**config.mk**
```make
export PLATFORM = sky130hd
export DESIGN_NAME = fpu_hazard_scoreboard
export DESIGN_NICKNAME = d
export VERILOG_FILES = /design/src/rtl/riscv_pkg.sv /design/src/rtl/sb_regfile_bits.sv /design/src/rtl/fpu_hazard_scoreboard.sv
export SDC_FILE = /design/constraint.sdc
export NUM_CORES = 1
export LEC_CHECK = 0
export CORE_MARGIN = 1
export CORE_UTILIZATION = 25
export CTS_BUF_LIST = sky130_fd_sc_hd__clkbuf_16
export DETAILED_ROUTE_END_ITERATION = 8
export PLACE_DENSITY = 0.42
export SLEW_MARGIN = 0
export SYNTH_ARGS = -nofsm -noshare
export SYNTH_HDL_FRONTEND = slang
export SYNTH_SLANG_ARGS = --single-unit
export TNS_END_PERCENT = 30
```
**constraint.sdc**
```tcl
create_clock -name clk -period 13.53 [get_ports clk]
set_input_delay 4.059 -clock clk [delete_from_list [all_inputs] [get_ports clk]]
set_output_delay 4.059 -clock clk [all_outputs]
set_load 0.01 [all_outputs]
```
**src/rtl/riscv_pkg.sv**
```systemverilog
// Shared definitions for the FPU hazard scoreboard: register index width,
// register-file selectors and the FDIV/FSQRT sequencer state encoding.
package riscv_pkg;

  localparam int unsigned REG_IDX_W = 5;

  localparam logic FILE_X = 1'b0;
  localparam logic FILE_F = 1'b1;

  typedef enum logic [1:0] {
    DIV_IDLE    = 2'd0,
    DIV_BUSY    = 2'd1,
    DIV_DONE    = 2'd2,
    DIV_WAIT_WB = 2'd3
  } div_state_e;

endpackage

```
**src/rtl/sb_regfile_bits.sv**
```systemverilog
// Busy bits for one register file: one set and one clear port per cycle,
// three source read ports plus a destination read port. HARD_ZERO pins entry 0 idle.
module sb_regfile_bits
  import riscv_pkg::*;
#(
  parameter int unsigned NREG      = 32,
  parameter bit          HARD_ZERO = 1'b0
) (
  input  logic                 clk,
  input  logic                 reset,
  input  logic                 set_en,
  input  logic [REG_IDX_W-1:0] set_idx,
  input  logic                 clr_en,
  input  logic [REG_IDX_W-1:0] clr_idx,
  input  logic [REG_IDX_W-1:0] rs1_idx,
  input  logic [REG_IDX_W-1:0] rs2_idx,
  input  logic [REG_IDX_W-1:0] rs3_idx,
  input  logic [REG_IDX_W-1:0] rd_idx,
  output logic [2:0]           rs_busy,
  output logic                 rd_busy
);

  logic [NREG-1:0] busy_q, busy_d;

  // Clear is applied first so a same-index set in the same cycle wins.
  always_comb begin
    busy_d = busy_q;
    if (clr_en) busy_d[clr_idx] = 1'b0;
    if (set_en && !(HARD_ZERO && (set_idx == '0))) busy_d[set_idx] = 1'b1;
  end

  always_ff @(posedge clk or posedge reset) begin
    if (reset) busy_q <= '0;
    else       busy_q <= busy_d;
  end

  assign rs_busy = {busy_q[rs3_idx], busy_q[rs2_idx], busy_q[rs1_idx]};
  assign rd_busy = busy_q[rd_idx];

endmodule

```
**src/rtl/fpu_hazard_scoreboard.sv**
```systemverilog
// Issue-side scoreboard for long-latency writes to x/f files plus FDIV/FSQRT sequencer.
// Optional stall cycle counter enabled by defining SB_STALL_CNT_EN.
module fpu_hazard_scoreboard
  import riscv_pkg::*;
#(
  parameter int unsigned NREG    = 32,
  parameter int unsigned DIV_LAT = 12,
  parameter int unsigned CNT_W   = 32
) (
  input  logic                 clk,
  input  logic                 reset,
  input  logic                 id_valid,
  input  logic [REG_IDX_W-1:0] id_rs1,
  input  logic [REG_IDX_W-1:0] id_rs2,
  input  logic [REG_IDX_W-1:0] id_rs3,
  input  logic [2:0]           id_src_f,
  input  logic [2:0]           id_src_use,
  input  logic [REG_IDX_W-1:0] id_rd,
  input  logic                 id_rd_f,
  input  logic                 id_reg_write,
  input  logic                 id_long,
  input  logic                 id_div,
  input  logic                 flush,
  input  logic                 wb_valid,
  input  logic [REG_IDX_W-1:0] wb_rd,
  input  logic                 wb_rd_f,
  output logic                 stall,
  output logic                 issue,
  output logic                 div_busy,
  output logic                 div_done
`ifdef SB_STALL_CNT_EN
  ,
  output logic [CNT_W-1:0]     stall_count
`endif
);

  localparam int unsigned DCNT_W = $clog2(DIV_LAT);

  logic [2:0] x_rs_busy, f_rs_busy;
  logic       x_rd_busy, f_rd_busy;
  logic       set_en;
  logic       raw, waw, strct;

  div_state_e             state_q, state_d;
  logic [DCNT_W-1:0]      cnt_q, cnt_d;
  logic [REG_IDX_W:0]     dest_q, dest_d;

  assign set_en = issue & id_long & id_reg_write;

  sb_regfile_bits #(.NREG(NREG), .HARD_ZERO(1'b1)) u_bits_x (
    .clk     (clk),
    .reset   (reset),
    .set_en  (set_en & (id_rd_f == FILE_X)),
    .set_idx (id_rd),
    .clr_en  (wb_valid & (wb_rd_f == FILE_X)),
    .clr_idx (wb_rd),
    .rs1_idx (id_rs1),
    .rs2_idx (id_rs2),
    .rs3_idx (id_rs3),
    .rd_idx  (id_rd),
    .rs_busy (x_rs_busy),
    .rd_busy (x_rd_busy)
  );

  sb_regfile_bits #(.NREG(NREG), .HARD_ZERO(1'b0)) u_bits_f (
    .clk     (clk),
    .reset   (reset),
    .set_en  (set_en & (id_rd_f == FILE_F)),
    .set_idx (id_rd),
    .clr_en  (wb_valid & (wb_rd_f == FILE_F)),
    .clr_idx (wb_rd),
    .rs1_idx (id_rs1),
    .rs2_idx (id_rs2),
    .rs3_idx (id_rs3),
    .rd_idx  (id_rd),
    .rs_busy (f_rs_busy),
    .rd_busy (f_rd_busy)
  );

  // Hazards are evaluated from registered state only; no WB bypass.
  always_comb begin
    raw = 1'b0;
    for (int unsigned s = 0; s < 3; s++) begin
      if (id_src_use[s]) raw = raw | (id_src_f[s] ? f_rs_busy[s] : x_rs_busy[s]);
    end
    waw   = id_reg_write & (id_rd_f ? f_rd_busy : x_rd_busy);
    strct = id_div & (state_q != DIV_IDLE);
    stall = ~reset & id_valid & ~flush & (raw | waw | strct);
    issue = ~reset & id_valid & ~flush & ~stall;
  end

  always_ff @(posedge clk or posedge reset) begin
    if (reset) begin
      state_q <= DIV_IDLE;
      cnt_q   <= '0;
      dest_q  <= '0;
    end else begin
      state_q <= state_d;
      cnt_q   <= cnt_d;
      dest_q  <= dest_d;
    end
  end

  always_comb begin
    state_d = state_q;
    cnt_d   = cnt_q;
    dest_d  = dest_q;
    unique case (state_q)
      DIV_IDLE: begin
        if (issue && id_div) begin
          state_d = DIV_BUSY;
          cnt_d   = DCNT_W'(DIV_LAT - 1);
          dest_d  = {id_rd_f, id_rd};
        end
      end
      DIV_BUSY: begin
        cnt_d = cnt_q - DCNT_W'(1);
        if (cnt_q == DCNT_W'(1)) state_d = DIV_DONE;
      end
      DIV_DONE: state_d = DIV_WAIT_WB;
      DIV_WAIT_WB: begin
        if (wb_valid && ({wb_rd_f, wb_rd} == dest_q)) state_d = DIV_IDLE;
      end
      default: state_d = DIV_IDLE;
    endcase
  end

  always_comb begin
    div_busy = (state_q != DIV_IDLE);
    div_done = (state_q == DIV_DONE);
  end

`ifdef SB_STALL_CNT_EN
  logic [CNT_W-1:0] stall_cnt_q, stall_cnt_d;

  always_comb begin
    stall_cnt_d = stall ? stall_cnt_q + CNT_W'(1) : stall_cnt_q;
  end

  always_ff @(posedge clk or posedge reset) begin
    if (reset) stall_cnt_q <= '0;
    else       stall_cnt_q <= stall_cnt_d;
  end

  assign stall_count = stall_cnt_q;
`else
  logic unused_cnt_w;
  assign unused_cnt_w = ^CNT_W;
`endif

endmodule
```
==> results.toml, run 1 <==
[routing]
drc = 0
wl_um = 21300
wl_per_cell_um = 25.1
drtIter0Drc = 523
viasPerCell = 5.94
antenna_left = 0
drt_first_pass_iters = 5
dr.max_layer_used = "met4"
wl_met3_um = 1610
vias = 5029
wl_met2_um = 9760
met1_length_um = 9340

[clocking]
cts_hold_buf = 0
cts_made_buffers = 9
cts.sinks = 76
path_clk_slew_ps = 60
clock_latency_ps = 350
cts_root_buffer = "clkbuf_16"
ctsResizeCount = 0
post_cts_buffers = 0
htree_levels = 3
cts_max_path_buffers = 2
cts_tree = "yes"

[die]
fp.dieArea_sq_um = 23400
fp-row-count = 54
start_util_pct = 25.8
die_x_um = 153
core_area_sq_um = 22100
io_pins = 45
die_y_um = 153

[final_layout]
layout-drive-gt1-share_pct = 16.6
nFillCells = 2262
n_antenna_cell = 0
final_cell_mix = "o21ai_0 (112), dfrtp_1 (76), mux4_2 (45)"
final_common_cell = "o21ai_0"
final_nets = 609
area_growth_pct = 17.1

[timing]
hold_ws_ps = 535
timing.slew.headroom_pct = 34.6
setup_violations = 0
worstMarginPinSlew_ps = 981
rsz0062_at_grt = "no"
timing.final.crit_share_pct = 87.9
setup_tns_ps = 0
skew_ps = 10.2
drv_slew = 0
hold_viol = 0
finalCriticalPeriod_ps = 11900
fmax_mhz = 84.0

[logic_synthesis]
synth-seq-cells = 76
synth_area_sq_um = 5690
synth_area_leader_cell = "dfrtp_1"
synth_top_flop_cell = "dfrtp_1"
ys_seq_area_share_pct = 33.4
synth_edf_count = 0
netlist_instances = 542
synth_top_area_share_pct = 33.4
syn_avg_cell_area_sq_um = 10.5
ys_async_sr_fraction_pct = 100
syn-num-nets = 589
ys_warn_count = 0
synth.area.top_cells = "dfrtp_1 (33%), mux4_2 (18%), o21ai_0 (9.8%)"
synth_cell_types = 62

[power]
p_leak_nw = 2.55
power.density_nw_per_um2 = 108
p_total_mw = 0.722
max-vdd-ir-drop_mv = 0.0570

[worst_setup_path]
path_delay_family = "buffers and inverters"
crit_fanout = 16
crit_buf_inv = 2
worstSetupStartpointType = "input port"
cpMaxStageDelayCell = "clkdlybuf4s50_1"
worstPathRequired_ps = 9470
critical_path.cell_chain = "clkdlybuf4s50_1 -> mux4_1 -> mux2_2 -> a211o_1 -> a211o_1 -> nor4_4 -> and2_1 -> clkdlybuf4s50_1"
crit_type = "in -> out"
end_kind = "output pin"
arrival_ps = 7840
critPathMaxStageDelay_ps = 1040

[grt]
grt_pass1_vias = 5189
track_usage_pct = 18.7
grt_pass1_wl_um = 32900
overflow = 0
grt_max_degree = 77
antenna_found_initial = 0

[placement]
place_congestion = 0.841
numPortBuffers = 44
dp_hpwl_um = 15600

[status]
outcome = "completed"

[worst_hold_path]
hold_path.class = "reg -> reg"

[job]
drv_cap = 0
[kinds of logic after synthesis]
kind of cell / after synthesis / share of synthesized area, %
muxes: 95 / 28.5
adders and majority gates: 6 / 1.32
AOI/OAI and AO/OA: 189 / 19.5
buffers and inverters: 50 / 4.20
and+or+nand+nor: 120 / 12.2
xor gates and xnor gates: 6 / 0.923
DFF: 76 / 33.4
[registers in the layout, indices dropped and copies added, names as in the netlist]
register	flops
state_q	2
dest_q	6
u_bits_x.busy_q	32
cnt_q	4
u_bits_f.busy_q	32
[power breakdown]
| part | internal, mW | leakage, nW | switching, mW | total, mW |
|---|---|---|---|---|
| registers | 0.247 | 1.03 | 0.0219 | 0.269 |
| clock network | 0.179 | 0.161 | 0.0999 | 0.279 |
| logic | 0.0819 | 1.35 | 0.0917 | 0.174 |
[layout make-up]
class / count / area, sq um / share of cell area (%)
sequential: 76 / 1900 / 28.5
clock inverter: 7 / 115 / 1.73
tap: 280 / 350 / 5.26
inverter: 9 / 33.8 / 0.507
timing repair buffer: 50 / 485 / 7.29
multi-input combinational: 416 / 3550 / 53.3
clock buffer: 9 / 225 / 3.38
[metal layers]
layer  track usage [%]  vias up
li1                  -     2156
met1              25.8     2584
met2              28.9      252
met3              3.77       37
met4              6.69        0
met5                 0        -
[worst register-to-register path: stages (launching register included)]
cell	delay [ps]
dfrtp_1	470
nor2b_1	180
a2111oi_0	490
a311oi_1	100
a21oi_1	240
a31oi_1	140
a211o_1	320
nor4_4	460
nand4b_1	850
o21ai_0	460
[synthesized netlist by cell type, types with 4 or more instances]
cell type	instances
o21ai_0	112
dfrtp_1	76
mux4_2	45
mux2i_1	28
nand2_1	25
nor2b_1	22
clkbuf_1	17
o21ai_1	17
nand3_1	16
nor2_1	16
a21oi_1	13
buf_2	13
mux2_2	12
inv_1	9
a211oi_1	8
nand3b_1	8
a31oi_1	7
buf_1	7
ha_1	6
mux2_4	5
a211o_1	4
mux4_1	4
nand2b_1	4
nand4_1	4
nand4b_1	4
nor3_1	4
nor3b_1	4
[worst paths after layout]
check,from,endpoint,slack (ps),cells past startpoint
max,id_rs3[1],issue,1630,8
min,dest_q[1],dest_q[1],530,1
max reg2reg,u_bits_f.busy_q[5],u_bits_f.busy_q[14],9700,9
min reg2reg,dest_q[1],dest_q[1],530,1
max in group asynchronous,reset,u_bits_f.busy_q[22],8510,3
min in group asynchronous,reset,state_q[0],4370,3
[metrics by stage]
| step | util (%) | instance area [sq um] | worst slack [ps] | std cells |
|---|---|---|---|---|
| after CTS | 30.2 | 6660 | 1600 | 847 |
| after detailed placement | 28.6 | 6320 | 1610 | 831 |
| after global placement | 28.6 | 6320 | 1640 | 831 |
| after floorplan | - | 5690 | 3340 | 542 |
| final | 30.2 | 6660 | 1630 | 847 |
| after global routing | 30.2 | 6660 | 1390 | 847 |
Note: power is estimated with default switching activity, not from simulation.
==> run 2, diff against run 1 <==
--- a/config.mk
+++ b/config.mk
@@ -8,6 +8,7 @@
 export CORE_MARGIN = 1
 export CORE_UTILIZATION = 25
 export CTS_BUF_LIST = sky130_fd_sc_hd__clkbuf_16
+export CTS_CLUSTER_DIAMETER = 60
 export DETAILED_ROUTE_END_ITERATION = 8
 export PLACE_DENSITY = 0.42
 export SLEW_MARGIN = 0
==> results of run 2 <==
Same layout as run 1: the final DEF is identical, and so are final timing and power.
==> run 3, diff against run 2 <==
--- a/config.mk
+++ b/config.mk
@@ -5,6 +5,7 @@
 export SDC_FILE = /design/constraint.sdc
 export NUM_CORES = 1
 export LEC_CHECK = 0
+export CAP_MARGIN = 20
 export CORE_MARGIN = 1
 export CORE_UTILIZATION = 25
 export CTS_BUF_LIST = sky130_fd_sc_hd__clkbuf_16
==> results of run 3 <==
Same layout as run 1: the final DEF is identical, and so are final timing and power.
